===== src/rtl/mc_control_unit_if.sv =====
// rtl/mc_control_unit_if.sv - control-unit to datapath bundle: IR fields and Zero in, select/enable lines out
interface mc_control_unit_if;
    logic [5:0] opcode;
    logic [5:0] funct;
    logic       Zero;
    logic       PCWre;
    logic [1:0] PCSrc;
    logic       IRWre;
    logic       InsMemRW;
    logic       RegWre;
    logic [1:0] RegDst;
    logic       WrRegDSrc;
    logic       DBDataSrc;
    logic       ALUSrcB;
    logic       ExtSel;
    logic [2:0] ALUOp;
    logic       mRD;
    logic       mWR;
    logic [2:0] state;
    logic       illegal;

    modport master (
        input  opcode, funct, Zero,
        output PCWre, PCSrc, IRWre, InsMemRW, RegWre, RegDst, WrRegDSrc, DBDataSrc,
               ALUSrcB, ExtSel, ALUOp, mRD, mWR, state, illegal
    );

    modport slave (
        output opcode, funct, Zero,
        input  PCWre, PCSrc, IRWre, InsMemRW, RegWre, RegDst, WrRegDSrc, DBDataSrc,
               ALUSrcB, ExtSel, ALUOp, mRD, mWR, state, illegal
    );
endinterface


===== src/rtl/mc_control_unit.sv =====
// rtl/mc_control_unit.sv - multicycle MIPS-subset control FSM; ILLEGAL_TRAP_EN halts on unknown opcode/funct
module mc_control_unit #(
    parameter logic [5:0] HALT_OP = 6'b111111
) (
    input  logic              CLK,
    input  logic              Reset,
    mc_control_unit_if.master bus
);
    typedef enum logic [2:0] {
        S_IF     = 3'b000,
        S_ID     = 3'b001,
        S_EXE_LS = 3'b010,
        S_MEM    = 3'b011,
        S_WB_LD  = 3'b100,
        S_EXE_BR = 3'b101,
        S_EXE_AL = 3'b110,
        S_WB_AL  = 3'b111
    } state_e;

    localparam logic [5:0] OP_RTYPE = 6'b000000;
    localparam logic [5:0] OP_ADDI  = 6'b001000;
    localparam logic [5:0] OP_ORI   = 6'b001101;
    localparam logic [5:0] OP_LW    = 6'b100011;
    localparam logic [5:0] OP_SW    = 6'b101011;
    localparam logic [5:0] OP_BEQ   = 6'b000100;
    localparam logic [5:0] OP_J     = 6'b000010;
    localparam logic [5:0] OP_JAL   = 6'b000011;

    localparam logic [2:0] ALU_ADD = 3'b000;
    localparam logic [2:0] ALU_SUB = 3'b001;
    localparam logic [2:0] ALU_AND = 3'b010;
    localparam logic [2:0] ALU_OR  = 3'b011;
    localparam logic [2:0] ALU_SLT = 3'b100;

    state_e     state_q, state_d;
    logic       halt_q, halt_d;
    logic       is_rtype, funct_known;
    logic [2:0] alu_rtype;
    logic       pc_wre, ir_wre, reg_wre, wr_reg_d_src, db_data_src;
    logic       alu_src_b, ext_sel, m_rd, m_wr;
    logic [1:0] pc_src, reg_dst;
    logic [2:0] alu_op;

    assign is_rtype = (bus.opcode == OP_RTYPE);

    always_comb begin
        alu_rtype   = ALU_ADD;
        funct_known = 1'b1;
        case (bus.funct)
            6'b100000: alu_rtype = ALU_ADD;
            6'b100010: alu_rtype = ALU_SUB;
            6'b100100: alu_rtype = ALU_AND;
            6'b100101: alu_rtype = ALU_OR;
            6'b101010: alu_rtype = ALU_SLT;
            default:   funct_known = 1'b0;
        endcase
    end

`ifdef ILLEGAL_TRAP_EN
    logic illegal_q, illegal_d;
    logic op_known;
    assign op_known = bus.opcode inside {OP_RTYPE, OP_ADDI, OP_ORI, OP_LW, OP_SW,
                                         OP_BEQ, OP_J, OP_JAL, HALT_OP};
`endif

    always_comb begin
        state_d      = state_q;
        halt_d       = halt_q;
`ifdef ILLEGAL_TRAP_EN
        illegal_d    = illegal_q;
`endif
        pc_wre       = 1'b0;
        pc_src       = 2'b00;
        ir_wre       = 1'b0;
        reg_wre      = 1'b0;
        reg_dst      = 2'b00;
        wr_reg_d_src = 1'b0;
        db_data_src  = 1'b0;
        alu_src_b    = 1'b0;
        ext_sel      = 1'b0;
        alu_op       = ALU_ADD;
        m_rd         = 1'b0;
        m_wr         = 1'b0;
        // A halted FSM sits in IF with every enable low until reset.
        if (!halt_q) begin
            case (state_q)
                S_IF: begin
                    ir_wre  = 1'b1;
                    state_d = S_ID;
                end
                S_ID: begin
                    state_d = S_IF;
`ifdef ILLEGAL_TRAP_EN
                    if (!op_known || (is_rtype && !funct_known)) begin
                        halt_d    = 1'b1;
                        illegal_d = 1'b1;
                    end else
`endif
                    if (bus.opcode == OP_J) begin
                        pc_wre = 1'b1;
                        pc_src = 2'b10;
                    end else if (bus.opcode == OP_JAL) begin
                        pc_wre  = 1'b1;
                        pc_src  = 2'b10;
                        reg_wre = 1'b1;
                    end else if (bus.opcode == HALT_OP) begin
                        halt_d = 1'b1;
                    end else if (bus.opcode == OP_BEQ) begin
                        state_d = S_EXE_BR;
                    end else if (bus.opcode == OP_LW || bus.opcode == OP_SW) begin
                        state_d = S_EXE_LS;
                    end else if (is_rtype || bus.opcode == OP_ADDI || bus.opcode == OP_ORI) begin
                        state_d = S_EXE_AL;
                    end
                end
                S_EXE_AL, S_WB_AL: begin
                    if (is_rtype) begin
                        alu_op = alu_rtype;
                    end else if (bus.opcode == OP_ADDI) begin
                        alu_src_b = 1'b1;
                        ext_sel   = 1'b1;
                    end else begin
                        alu_src_b = 1'b1;
                        alu_op    = ALU_OR;
                    end
                    if (state_q == S_EXE_AL) begin
                        state_d = S_WB_AL;
                    end else begin
                        // Unknown funct still retires the instruction, just without writeback.
                        reg_wre      = !is_rtype || funct_known;
                        reg_dst      = is_rtype ? 2'b10 : 2'b01;
                        wr_reg_d_src = 1'b1;
                        pc_wre       = 1'b1;
                        state_d      = S_IF;
                    end
                end
                S_EXE_BR: begin
                    alu_op  = ALU_SUB;
                    ext_sel = 1'b1;
                    pc_wre  = 1'b1;
                    pc_src  = bus.Zero ? 2'b01 : 2'b00;
                    state_d = S_IF;
                end
                S_EXE_LS: begin
                    alu_src_b = 1'b1;
                    ext_sel   = 1'b1;
                    state_d   = S_MEM;
                end
                S_MEM: begin
                    if (bus.opcode == OP_SW) begin
                        m_wr    = 1'b1;
                        pc_wre  = 1'b1;
                        state_d = S_IF;
                    end else begin
                        m_rd    = 1'b1;
                        state_d = S_WB_LD;
                    end
                end
                S_WB_LD: begin
                    reg_wre      = 1'b1;
                    reg_dst      = 2'b01;
                    wr_reg_d_src = 1'b1;
                    db_data_src  = 1'b1;
                    m_rd         = 1'b1;
                    pc_wre       = 1'b1;
                    state_d      = S_IF;
                end
            endcase
        end
    end

    always_ff @(posedge CLK) begin
        if (!Reset) begin
            state_q <= S_IF;
            halt_q  <= 1'b0;
        end else begin
            state_q <= state_d;
            halt_q  <= halt_d;
        end
    end

`ifdef ILLEGAL_TRAP_EN
    always_ff @(posedge CLK) begin
        if (!Reset) illegal_q <= 1'b0;
        else        illegal_q <= illegal_d;
    end
    assign bus.illegal = Reset & illegal_q;
`else
    assign bus.illegal = 1'b0;
`endif

    // Reset is sampled synchronously, but the outputs are quiet for as long as it is held.
    assign bus.InsMemRW  = 1'b1;
    assign bus.PCWre     = Reset & pc_wre;
    assign bus.PCSrc     = Reset ? pc_src : 2'b00;
    assign bus.IRWre     = Reset & ir_wre;
    assign bus.RegWre    = Reset & reg_wre;
    assign bus.RegDst    = Reset ? reg_dst : 2'b00;
    assign bus.WrRegDSrc = Reset & wr_reg_d_src;
    assign bus.DBDataSrc = Reset & db_data_src;
    assign bus.ALUSrcB   = Reset & alu_src_b;
    assign bus.ExtSel    = Reset & ext_sel;
    assign bus.ALUOp     = Reset ? alu_op : 3'b000;
    assign bus.mRD       = Reset & m_rd;
    assign bus.mWR       = Reset & m_wr;
    assign bus.state     = Reset ? state_q : S_IF;
endmodule


===== src/flat_wrapper.sv =====
// flat-port wrapper written by rule: the top's interface ports become plain ports
module mc_control_unit_flat 
#(
    parameter logic [5:0] HALT_OP = 6'b111111
)
  (CLK, Reset, bus_opcode, bus_funct, bus_Zero, bus_PCWre, bus_PCSrc, bus_IRWre, bus_InsMemRW, bus_RegWre, bus_RegDst, bus_WrRegDSrc, bus_DBDataSrc, bus_ALUSrcB, bus_ExtSel, bus_ALUOp, bus_mRD, bus_mWR, bus_state, bus_illegal);
  mc_control_unit_if bus_i ();
  input  logic CLK;
  input  logic Reset;
  input wire logic [$bits(bus_i.opcode)-1:0] bus_opcode;
  input wire logic [$bits(bus_i.funct)-1:0] bus_funct;
  input wire logic [$bits(bus_i.Zero)-1:0] bus_Zero;
  output wire logic [$bits(bus_i.PCWre)-1:0] bus_PCWre;
  output wire logic [$bits(bus_i.PCSrc)-1:0] bus_PCSrc;
  output wire logic [$bits(bus_i.IRWre)-1:0] bus_IRWre;
  output wire logic [$bits(bus_i.InsMemRW)-1:0] bus_InsMemRW;
  output wire logic [$bits(bus_i.RegWre)-1:0] bus_RegWre;
  output wire logic [$bits(bus_i.RegDst)-1:0] bus_RegDst;
  output wire logic [$bits(bus_i.WrRegDSrc)-1:0] bus_WrRegDSrc;
  output wire logic [$bits(bus_i.DBDataSrc)-1:0] bus_DBDataSrc;
  output wire logic [$bits(bus_i.ALUSrcB)-1:0] bus_ALUSrcB;
  output wire logic [$bits(bus_i.ExtSel)-1:0] bus_ExtSel;
  output wire logic [$bits(bus_i.ALUOp)-1:0] bus_ALUOp;
  output wire logic [$bits(bus_i.mRD)-1:0] bus_mRD;
  output wire logic [$bits(bus_i.mWR)-1:0] bus_mWR;
  output wire logic [$bits(bus_i.state)-1:0] bus_state;
  output wire logic [$bits(bus_i.illegal)-1:0] bus_illegal;
  assign bus_i.opcode = bus_opcode;
  assign bus_i.funct = bus_funct;
  assign bus_i.Zero = bus_Zero;
  assign bus_PCWre = bus_i.PCWre;
  assign bus_PCSrc = bus_i.PCSrc;
  assign bus_IRWre = bus_i.IRWre;
  assign bus_InsMemRW = bus_i.InsMemRW;
  assign bus_RegWre = bus_i.RegWre;
  assign bus_RegDst = bus_i.RegDst;
  assign bus_WrRegDSrc = bus_i.WrRegDSrc;
  assign bus_DBDataSrc = bus_i.DBDataSrc;
  assign bus_ALUSrcB = bus_i.ALUSrcB;
  assign bus_ExtSel = bus_i.ExtSel;
  assign bus_ALUOp = bus_i.ALUOp;
  assign bus_mRD = bus_i.mRD;
  assign bus_mWR = bus_i.mWR;
  assign bus_state = bus_i.state;
  assign bus_illegal = bus_i.illegal;
  mc_control_unit #(.HALT_OP(HALT_OP)) u_core (.CLK(CLK), .Reset(Reset), .bus(bus_i));
endmodule

===== config.mk =====
export PLATFORM = sky130hd
export DESIGN_NAME = mc_control_unit_flat
export DESIGN_NICKNAME = d
export VERILOG_FILES = /design/src/rtl/mc_control_unit_if.sv /design/src/rtl/mc_control_unit.sv /design/src/flat_wrapper.sv
export SDC_FILE = /design/constraint.sdc
export NUM_CORES = 1
export LEC_CHECK = 0
export ABC_AREA = 1
export BUFFER_PORTS_ARGS = -buffer_cell sky130_fd_sc_hd__buf_2
export CORE_MARGIN = 2
export CORE_UTILIZATION = 35
export DETAILED_ROUTE_END_ITERATION = 16
export SYNTH_ARGS = -nofsm -noshare
export SYNTH_HDL_FRONTEND = slang
export SYNTH_SLANG_ARGS = --single-unit
export TNS_END_PERCENT = 30

===== constraint.sdc =====
create_clock -name CLK -period 2.3 [get_ports CLK]
set_input_delay 0.115 -clock CLK [delete_from_list [all_inputs] [get_ports CLK]]
set_output_delay 0.115 -clock CLK [all_outputs]
set_load 0.01 [all_outputs]

==> results of run 1 <==
cell families after synthesis:
group           count (synthesis)  share of synthesized area [%]
simple gates                   97                           63.0
buf+inv                        30                           17.8
compound gates                 11                           8.27
flops                           4                           9.98
other cells                     2                          0.936
worst max-delay path by stage:
| stage | startpoint | end | slack (ns) |
|---|---|---|---|
| global route | u_core.state_q[2] | bus_RegDst[0] | 0.38 |
| global placement | u_core.state_q[2] | bus_mRD | 0.83 |
| finish | u_core.state_q[2] | bus_RegDst[0] | 0.55 |
| detailed placement | u_core.state_q[2] | bus_RegDst[0] | 0.77 |
| CTS | u_core.state_q[2] | bus_RegDst[0] | 0.52 |
| floorplan | u_core.state_q[1] | bus_mRD | 1.16 |
synth_stat cells:
master / n
buf_4: 2
nand3b_1: 1
conb_1: 2
nor2_8: 1
nand3_2: 1
nor2_2: 4
a21oi_2: 1
o21a_1: 1
nor2_1: 27
inv_8: 1
inv_2: 4
nor4_2: 1
nand4_1: 3
nand2_4: 1
nand3_1: 14
a31oi_1: 1
nand2_2: 1
inv_1: 21
buf_6: 2
nor4_1: 1
a21oi_1: 7
nor2_4: 3
dfxtp_1: 4
nor3_2: 3
nand2_1: 32
a31o_2: 1
nand3_4: 1
nor3_1: 3
registers in the layout (all words and copies together), names as in the netlist:
signal / flops
u_core.halt_q: 1
u_core.state_q: 3
layout make-up:
type | instances | area, um^2
multi-input cells | 110 | 579
flip-flops and latches | 4 | 80.1
clock buffers | 3 | 22.5
well taps | 28 | 35.0
fillers | 248 | 1200
inverters | 26 | 105
repair buffers | 33 | 165
layout by cell type, fill, tap and decap left out:
cell type,n
buf_2,33
nand2_1,32
nor2_1,27
inv_1,21
nand3_1,14
a21oi_1,7
inv_2,4
nor2_2,4
dfxtp_1,4
nor3_2,3
nor2_4,3
nand4_1,3
nor3_1,3
clkbuf_4,3
conb_1,2
nor2_8,1
nand2_4,1
inv_8,1
nand2_2,1
nand3_2,1
nand3_4,1
nor4_2,1
nor4_1,1
a21oi_2,1
a31oi_1,1
a31o_2,1
nand3b_1,1
o21a_1,1
worst register-to-register path: cells and delay by family, from the launching register on:
kind / cells / cell delay, ns
buffers and inverters: 1 / 0.19
and+or+nand+nor: 2 / 0.14
AOI/OAI and AO/OA: 1 / 0.22
DFF: 1 / 0.68
power by group:
group | switching (W) | internal (W)
clock network | 0.0000304 | 0.0000585
logic | 0.0000660 | 0.0000332
registers | 0.00000626 | 0.0000729
total | 0.000103 | 0.000165
per-layer routing:
| metal | vias up | share of wire, % | global-route usage (%) |
|---|---|---|---|
| met5 | - | 0 | 0 |
| met4 | 0 | 0 | 1.32 |
| met3 | 0 | 6.0 | 3.74 |
| met2 | 37 | 47 | 27.4 |
| met1 | 406 | 47 | 21.5 |
| li1 | 513 | - | - |
stage by stage:
| step | worst slack (ns) | power (W) |
|---|---|---|
| final | 0.548 | 0.000267 |
| after global placement | 0.833 | 0.000179 |
| after detailed placement | 0.768 | 0.000179 |
| after CTS | 0.518 | 0.000272 |
| after global routing | 0.384 | 0.000292 |
| after floorplan | 1.16 | 0.000147 |
==> key figures, run 1 <==
Min path
  • HP Start: Reset
  • Endpoint, Worst Hold: u_core.halt_q
  • Number of instances on the worst hold path: 2
  • Type of the most critical hold path: in -> reg

Logic synthesis
  • Largest area contributor in the netlist: nand2_1
  • Post-synth net total: between 150 and 200
  • Netlist cell types: 28
  • Share of the synthesized area in the top cell type: 15.0%
  • Post-Synthesis Cells: 144
  • Yosys warnings: 0
  • Mean instance size in the synthesized netlist: 5.57 um^2
  • Biggest area contributors in the synthesized netlist: nand2_1 (15%), nor2_1 (13%), dfxtp_1 (10%)
  • Netlist area before placement: ~800 um^2
  • Proportion of synthesized chip area in sequential cells: 9.98%
  • Register bit total from synthesis: 4

Layout
  • Final antenna diode count: 0
  • Final Non-Filler Cells: a little over 200
  • Total Nets Final: 193
  • Final core area utilization: between 40% and 50%
  • Post-synthesis to final-layout area growth: 23.1%
  • Share of final-layout standard cells stronger than drive strength 1: between 30% and 40%
  • Post-route standard cell area excluding fillers: 987 um^2

Route
  • Total wirelength of the detailed-routed design: roughly 2000 um
  • Number of iterations in the first detailed-routing pass: 4
  • Number of DRC markers in iteration 0: 30
  • DRC violation count after routing: 0
  • Via-per-instance ratio: 4.69
  • Antenna-violating nets left: 0
  • Detailed-route via count: between 900 and 1000
  • Average wire per standard cell: 9.98 um

Global routing
  • Vias in the first global route: about 840
  • Remaining Overflow, GRT: 0
  • Maximum number of pins on one net before global-route repair: 16
  • First-pass GRT wire length: 3390 um
  • Number of antenna violations at the first check in global routing: 0
  • Aggregate global-route resource usage: 16.2%

STA
  • Post-route minimum period: 1.75 ns
  • Normalized max-slew margin: 60.7%
  • Worst-case hold slack: around 0.17 ns
  • Post-route fraction of the period consumed by the critical path: 76.2%
  • Actual slew at the worst max-slew pin: 0.588 ns
  • Number of setup violations in the final report: 0
  • RSZ-0062 raised after global routing: no
  • Final hold violations: 0
  • Final-layout setup total negative slack: 0 ns
  • Highest achievable clock rate: between 500 and 600 MHz
  • Worst clock skew: 0.00827 ns
  • Final max-slew violation count: 0

Clocking
  • Root cell of the clock tree: clkbuf_4
  • Clk_lat worst skew: between 0.2 and 0.25 ns
  • Post-CTS setup-driven buffer insertion count: 0
  • Max Root-Sink Buffers: 2
  • Cts-stage hold buffer count: 0
  • # resized after CTS: 0
  • Number of buffers created by CTS: 3
  • TritonCTS sink count: 4
  • Clock slew at reported path FFs: 0.03 ns
  • CTS tree: done
  • H-tree lvl count: 1

Placed design
  • Routability cong.: 0.895
  • Port bufs: 33
  • Cell area after placement: 965 um^2
  • Total instance count after detailed placement: 201
  • HPWL after detailed placement: 1690 um

Worst setup path
  • R2r endpoint: u_core.state_q[2]
  • R2R Path Start: u_core.state_q[2]
  • Worst Path Buf+Inv: 2
  • Minimum setup slack among reg-to-reg paths: just over 1 ns
  • Depth of the most critical reg-to-reg path: 4
  • Crit path cell chain: inv_1 > nor3_2 > nand2_1 > a21oi_1 > buf_2
  • Max stage delay cell, worst path: dfxtp_1
  • Top Family by Delay on Critical Path: flip-flops
  • Depth of the critical timing path with buffers and inverters included: 5
  • Worst Path Max Fanout: 15
  • Crit path arrival time: 1.64 ns
  • Kind of launch point of the worst setup path: register
  • CP Capture Type: primary output
  • CP Class: reg -> out
  • Worst EP required: around 2.2 ns
  • Delay of the slowest cell on the worst path: 0.68 ns

Die
  • FP Rows: 17
  • Effective utilization at floorplan: 36.6%
  • Die outline area: around 2700 um^2
  • Floorplan Core Area: 2190 um^2
  • Total I/O pin count: 36
  • Vertical die dimension: 51.9 um
  • Die X-Extent: 51.9 um

Power and ir drop
  • Worst ir drop on vdd: 0.000308 V
  • Power Density: approximately 270 nW/um^2
  • Leak: about 0.57 nW

Status
  • Outcome: finished, final reports clean

Run
  • Total of max-cap violations: 0
No activity file was read; power rests on OpenSTA's default activity.
==> run 2, diff against run 1 <==
==> constraint.sdc (replaced) <==
create_clock -name CLK -period 1.61 [get_ports CLK]
set_input_delay 0.0805 -clock CLK [delete_from_list [all_inputs] [get_ports CLK]]
set_output_delay 0.0805 -clock CLK [all_outputs]
set_load 0.01 [all_outputs]
==> key figures, run 2 (synthesis results as in run 1) <==
Route
  • Via-per-instance ratio: 4.70 (+0.34%)
  • Number of DRC markers in iteration 0: 18 (-40%)
  • DRC violation count after routing: 0 (unchanged)
  • Average wire per standard cell: 10.2 um (+1.8%)
  • Antenna-violating nets left: 0 (unchanged)
  • Detailed-route via count: 964 (+0.84%)
  • Total wirelength of the detailed-routed design: 2080 um (+2.3%)
  • Number of iterations in the first detailed-routing pass: 4 (unchanged)

Die
  • Die X-Extent: 51.9 um (unchanged)
  • Floorplan Core Area: 2190 um^2 (unchanged)
  • Vertical die dimension: 51.9 um (unchanged)
  • Die outline area: 2690 um^2 (unchanged)
  • Effective utilization at floorplan: 36.6% (unchanged)
  • Total I/O pin count: 36 (unchanged)
  • FP Rows: 17 (unchanged)

Layout
  • Most common library cell in the layout ignoring fill and taps: buf_2
  • Share of final-layout standard cells stronger than drive strength 1: 35.6% (+2.1 points)
  • Flip-flop count of the largest register, all copies and words added: 3 (unchanged)
  • Most used cells in the layout excluding fill and tap cells: buf_2 (33), nand2_1 (32), nor2_1 (27)
  • Total Nets Final: 194 (+0.52%)
  • Number of filler cells placed in the layout: 239 (-3.6%)
  • Area occupied by multi-input gates: 579 um^2 (unchanged)
  • Largest registers: u_core.state_q x3, u_core.halt_q x1
  • Register with the most flip-flops: u_core.state_q
  • Post-synthesis to final-layout area growth: 24.5%
  • Final antenna diode count: 0 (unchanged)
  • Area occupied by registers: 83.8 um^2 (+4.7%)

Power and ir drop
  • Worst ir drop on vdd: 0.000562 V (+82%)
  • Leak: 0.577 nW (+1.2%)
  • Post-layout total power: 0.000390 W (+46%)
  • Power Density: 390 nW/um^2 (+44%)

STA
  • Worst clock skew: 0.00814 ns (-0.000131 ns)
  • Number of setup violations in the final report: 0 (unchanged)
  • Highest achievable clock rate: 670 MHz
  • Final hold violations: 0 (unchanged)
  • RSZ-0062 raised after global routing: no
  • Final max-slew violation count: 0 (unchanged)
  • Final-layout setup total negative slack: 0 ns (unchanged)
  • Post-route minimum period: 1.49 ns
  • Post-route fraction of the period consumed by the critical path: 92.7%

Worst setup path
  • CP Capture Type: primary output
  • Max stage delay cell, worst path: dfxtp_2
  • Depth of the most critical reg-to-reg path: 4 (unchanged)
  • R2R Path Start: u_core.state_q[2]
  • Top Family by Delay on Critical Path: simple AND/OR/NAND/NOR gates
  • CP Class: reg -> out
  • R2r endpoint: u_core.state_q[0]
  • Kind of launch point of the worst setup path: register
  • Worst Path Max Fanout: 8 (-7)
  • Crit path cell chain: inv_8 > nor3_2 > nand4_1 > nand3_1 > nand2_1 > inv_1 > buf_2
  • Delay of the slowest cell on the worst path: 0.44 ns (-0.24 ns)
  • Minimum setup slack among reg-to-reg paths: 0.52 ns (-0.49 ns)
  • Worst EP required: 1.53 ns (-0.65 ns)
  • Crit path arrival time: 1.41 ns (-0.23 ns)
  • Worst Path Buf+Inv: 3 (+1)

Global routing
  • Aggregate global-route resource usage: 16.2% (+0.050 points)
  • Vias in the first global route: 840 (+0.60%)
  • Number of antenna violations at the first check in global routing: 0 (unchanged)
  • First-pass GRT wire length: 3430 um (+1.0%)
  • Maximum number of pins on one net before global-route repair: 12 (-4)
  • Remaining Overflow, GRT: 0 (unchanged)

Clocking
  • Root cell of the clock tree: clkbuf_4
  • TritonCTS sink count: 4 (unchanged)
  • Number of buffers created by CTS: 3 (unchanged)
  • CTS tree: done
  • Clock slew at reported path FFs: 0.04 ns (about the same)
  • H-tree lvl count: 1 (unchanged)
  • Max Root-Sink Buffers: 2 (unchanged)
  • Post-CTS setup-driven buffer insertion count: 0 (unchanged)
  • Cts-stage hold buffer count: 0 (unchanged)
  • Clk_lat worst skew: 0.25 ns (about the same)

Min path
  • HP Start: Reset
  • Endpoint, Worst Hold: u_core.halt_q
  • Type of the most critical hold path: in -> reg
  • Number of instances on the worst hold path: 2 (unchanged)

Run
  • Total of max-cap violations: 0 (unchanged)

Placed design
  • Routability cong.: 0.891 (-0.50%)
  • Port bufs: 33 (unchanged)
  • HPWL after detailed placement: 1720 um (+1.6%)

Status
  • Outcome: finished, final reports clean
[run 2: cell type report]
| cell class | count | share of cell area (%) |
|---|---|---|
| Sequential cell | 4 | 8.40 |
| Timing Repair Buffer | 34 | 17.3 |
| Inverter | 26 | 10.5 |
| Clock buffer | 3 | 2.26 |
| Multi-Input combinational cell | 110 | 58.0 |
| Tap cell | 28 | 3.51 |
[run 2: routing by layer]
layer / wire length [um] / global-route usage (%) / part of all wire (%) / up-vias
li1: - / - / - / 515
met4: 17 / 1.75 / 0.82 / 0
met2: 947 / 27.4 / 45 / 24
met5: 0 / 0 / 0 / -
met3: 108 / 3.16 / 5.2 / 2
met1: 1010 / 21.8 / 48 / 423
[run 2: worst max-delay path by stage]
stage,startpoint,end,slack (ns),cells after the start
after floorplan,u_core.state_q[1],bus_mRD,0.50,5
final,u_core.state_q[1],bus_PCWre,0.12,7
after global routing,u_core.state_q[1],bus_RegWre,0.02,8
after global placement,u_core.state_q[1],bus_PCWre,0.27,7
after detailed placement,u_core.state_q[1],bus_PCWre,0.25,7
after CTS,u_core.state_q[2],bus_RegDst[0],0.05,5
[run 2: stage by stage]
stage	std cells	worst slack [ns]	instance area, um^2	util, %	hold slack [ns]
global placement	202	0.268	972	44.4	0.377
floorplan	144	0.501	802	-	0.198
CTS	205	0.0528	996	45.5	0.125
detailed placement	202	0.255	972	44.4	0.374
finish	205	0.117	998	45.6	0.123
global route	205	0.0234	998	45.6	0.124
[run 2: repair_timing]
action	4_1_cts	5_1_grt
setup endpoints to repair	1	4
pin swaps	0	0
gates resized for setup	1	2
[run 2: report_power, final]
group	leakage (nW)	total (W)	switching (W)	internal, W
combinational	0.529	0.000142	0.0000945	0.0000478
clock	0.0138	0.000132	0.0000482	0.0000838
sequential	0.0337	0.000115	0.0000101	0.000105
[run 2: worst reg2reg max path: cells and delay by family (launching register included)]
kind / cells / cell delay, ns
and+or+nand+nor: 2 / 0.24
buffers and inverters: 1 / 0.19
AOI/OAI and AO/OA: 1 / 0.09
DFF: 1 / 0.45
==> run 3, diff against run 2 <==
--- a/config.mk
+++ b/config.mk
@@ -10,6 +10,8 @@
 export CORE_MARGIN = 2
 export CORE_UTILIZATION = 35
 export DETAILED_ROUTE_END_ITERATION = 16
+export GPL_TIMING_DRIVEN = 0
+export RECOVER_POWER = 25
 export SYNTH_ARGS = -nofsm -noshare
 export SYNTH_HDL_FRONTEND = slang
 export SYNTH_SLANG_ARGS = --single-unit
==> key figures, run 3 (synthesis results as in run 1) <==
Status
  • Outcome: finished, final reports clean

STA
  • Final max-slew violation count: 0 (unchanged)
  • Number of setup violations in the final report: 0 (unchanged)
  • Worst clock skew: 0.00560 ns (-0.00255 ns)
  • Post-route minimum period: 1.51 ns (+0.0179 ns)
  • Least setup slack across all paths after layout: 0.0992 ns (-0.0179 ns)
  • Final-layout setup total negative slack: 0 ns (unchanged)
  • Final hold violations: 0 (unchanged)
  • Post-route fraction of the period consumed by the critical path: 93.8% (+1.1 points)
  • RSZ-0062 raised after global routing: no
  • Highest achievable clock rate: 662 MHz (-1.2%)

Clocking
  • # resized after CTS: 0 (-1)
  • Root cell of the clock tree: clkbuf_4
  • Clock slew at reported path FFs: 0.03 ns (about the same)
  • CTS tree: done
  • Number of buffers created by CTS: 3 (unchanged)
  • Clk_lat worst skew: 0.23 ns (-0.02 ns)
  • Post-CTS setup-driven buffer insertion count: 0 (unchanged)
  • Max Root-Sink Buffers: 2 (unchanged)
  • H-tree lvl count: 1 (unchanged)
  • TritonCTS sink count: 4 (unchanged)
  • Cts-stage hold buffer count: 0 (unchanged)

Layout
  • Flip-flop count of the largest register, all copies and words added: 3 (unchanged)
  • Largest registers: u_core.state_q x3, u_core.halt_q x1
  • Total Nets Final: 197 (+1.5%)
  • Most used cells in the layout excluding fill and tap cells: buf_2 (33), nand2_1 (32), nor2_1 (27)
  • Register with the most flip-flops: u_core.state_q
  • Most common library cell in the layout ignoring fill and taps: buf_2
  • Final antenna diode count: 0 (unchanged)
  • Post-synthesis to final-layout area growth: 28.9%
  • Share of final-layout standard cells stronger than drive strength 1: 35.6% (-0.038 points)

Global routing
  • Maximum number of pins on one net before global-route repair: 11 (-1)
  • Global-route track usage on met3: 1.72% (-1.4 points)
  • Number of antenna violations at the first check in global routing: 0 (unchanged)
  • Aggregate global-route resource usage: 15.2% (-1.1 points)
  • Busiest layer in global routing: met2
  • First-pass GRT wire length: 3190 um (-6.9%)
  • Vias in the first global route: 818 (-2.6%)
  • Remaining Overflow, GRT: 0 (unchanged)
  • Global routing usage on met1: 21.0% (-0.76 points)
  • GR Layer Usage met2: 25.3% (-2.1 points)

Route
  • Total wirelength of the detailed-routed design: 1980 um (-4.7%)
  • Antenna-violating nets left: 0 (unchanged)
  • Number of iterations in the first detailed-routing pass: 4 (unchanged)
  • Via-per-instance ratio: 4.68 (-0.52%)
  • DRC violation count after routing: 0 (unchanged)
  • Number of DRC markers in iteration 0: 13 (-5)
  • Detailed-route via count: 973 (+0.93%)
  • Average wire per standard cell: 9.54 um (-6.1%)

Min path
  • Type of the most critical hold path: in -> reg

Power and ir drop
  • Leak: 0.594 nW (+2.9%)
  • Worst ir drop on vdd: 0.000311 V (-45%)
  • Power Density: 370 nW/um^2 (-5.3%)

Worst setup path
  • CP Capture Type: primary output
  • CP Class: reg -> out
  • Crit path arrival time: 1.43 ns (+0.02 ns)
  • Delay of the slowest cell on the worst path: 0.30 ns (-0.14 ns)
  • Max stage delay cell, worst path: dfxtp_1
  • Worst Path Max Fanout: 8 (unchanged)
  • Worst EP required: 1.53 ns (about the same)
  • Crit path cell chain: buf_6 > inv_8 > nand2_2 > nor2_4 > nand3_1 > nand2_1 > inv_1 > a21oi_2 > buf_2
  • Kind of launch point of the worst setup path: register
  • Minimum setup slack among reg-to-reg paths: 0.51 ns (about the same)

Die
  • Floorplan Core Area: 2190 um^2 (unchanged)
  • Die X-Extent: 51.9 um (unchanged)
  • Effective utilization at floorplan: 36.6% (unchanged)
  • Die outline area: 2690 um^2 (unchanged)
  • Vertical die dimension: 51.9 um (unchanged)
  • FP Rows: 17 (unchanged)
  • Total I/O pin count: 36 (unchanged)

Placed design
  • Port bufs: 33 (unchanged)
  • Routability cong.: 0.851 (-4.5%)
  • Minimum setup slack after placement: 0.341 ns (+0.0865 ns)
  • HPWL after detailed placement: 1690 um (-1.7%)

Run
  • Total of max-cap violations: 0 (unchanged)
## run 3: changes by cell type in the layout (fill, tap and decap cells not counted), sizes merged
cell | before | now
buf | 34 | 37
## run 3: metal layers
layer,share of wire [%],wire (um)
met5,0,0
met4,0,0
met3,5.7,114
met2,48,950
met1,46,918
## run 3: path summary, 6_finish.rpt
kind | to | from | cells after the start
worst min register to register | u_core.state_q[2] | u_core.halt_q | 2
worst max register to register | u_core.state_q[1] | u_core.halt_q | 5
worst min-delay path | u_core.halt_q | Reset | 2
worst max-delay path | bus_RegWre | u_core.state_q[1] | 9
## run 3: metrics by stage
| step | hold slack [ns] | instance area (um^2) | instances | total power (W) | utilization, % |
|---|---|---|---|---|---|
| finish | 0.140 | 1030 | 208 | 0.000382 | 47.2 |
| global route | 0.137 | 1030 | 208 | 0.000412 | 47.2 |
| CTS | 0.135 | 1020 | 208 | 0.000384 | 46.8 |
| detailed placement | 0.367 | 1000 | 205 | 0.000259 | 45.7 |
| global placement | 0.366 | 1000 | 205 | 0.000258 | 45.7 |
| floorplan | 0.198 | 802 | 144 | 0.000209 | - |
## run 3: layout make-up
cell class | count | area [um^2]
Sequential cell | 4 | 82.6
Timing Repair Buffer | 33 | 165
Multi-Input combinational cell | 110 | 586
Inverter | 26 | 105
Buffer | 4 | 37.5
Fill cell | 237 | 1160
Clock buffer | 3 | 22.5
Tap cell | 28 | 35.0
## run 3: power by group
part           switching [W]  internal (W)  total [W]  leakage, nW
Combinational      0.0000966     0.0000514   0.000148        0.547
Sequential        0.00000707      0.000105   0.000112       0.0332
Clock              0.0000386     0.0000832   0.000122       0.0138
## run 3: critical path, delay by kind of cell, from the launching register on
kind | cells | cell delay (ns)
flip-flops | 1 | 0.30
AO/OA/AOI/OAI | 1 | 0.12
AND/OR/NAND/NOR | 4 | 0.40
buffers and inverters | 4 | 0.39
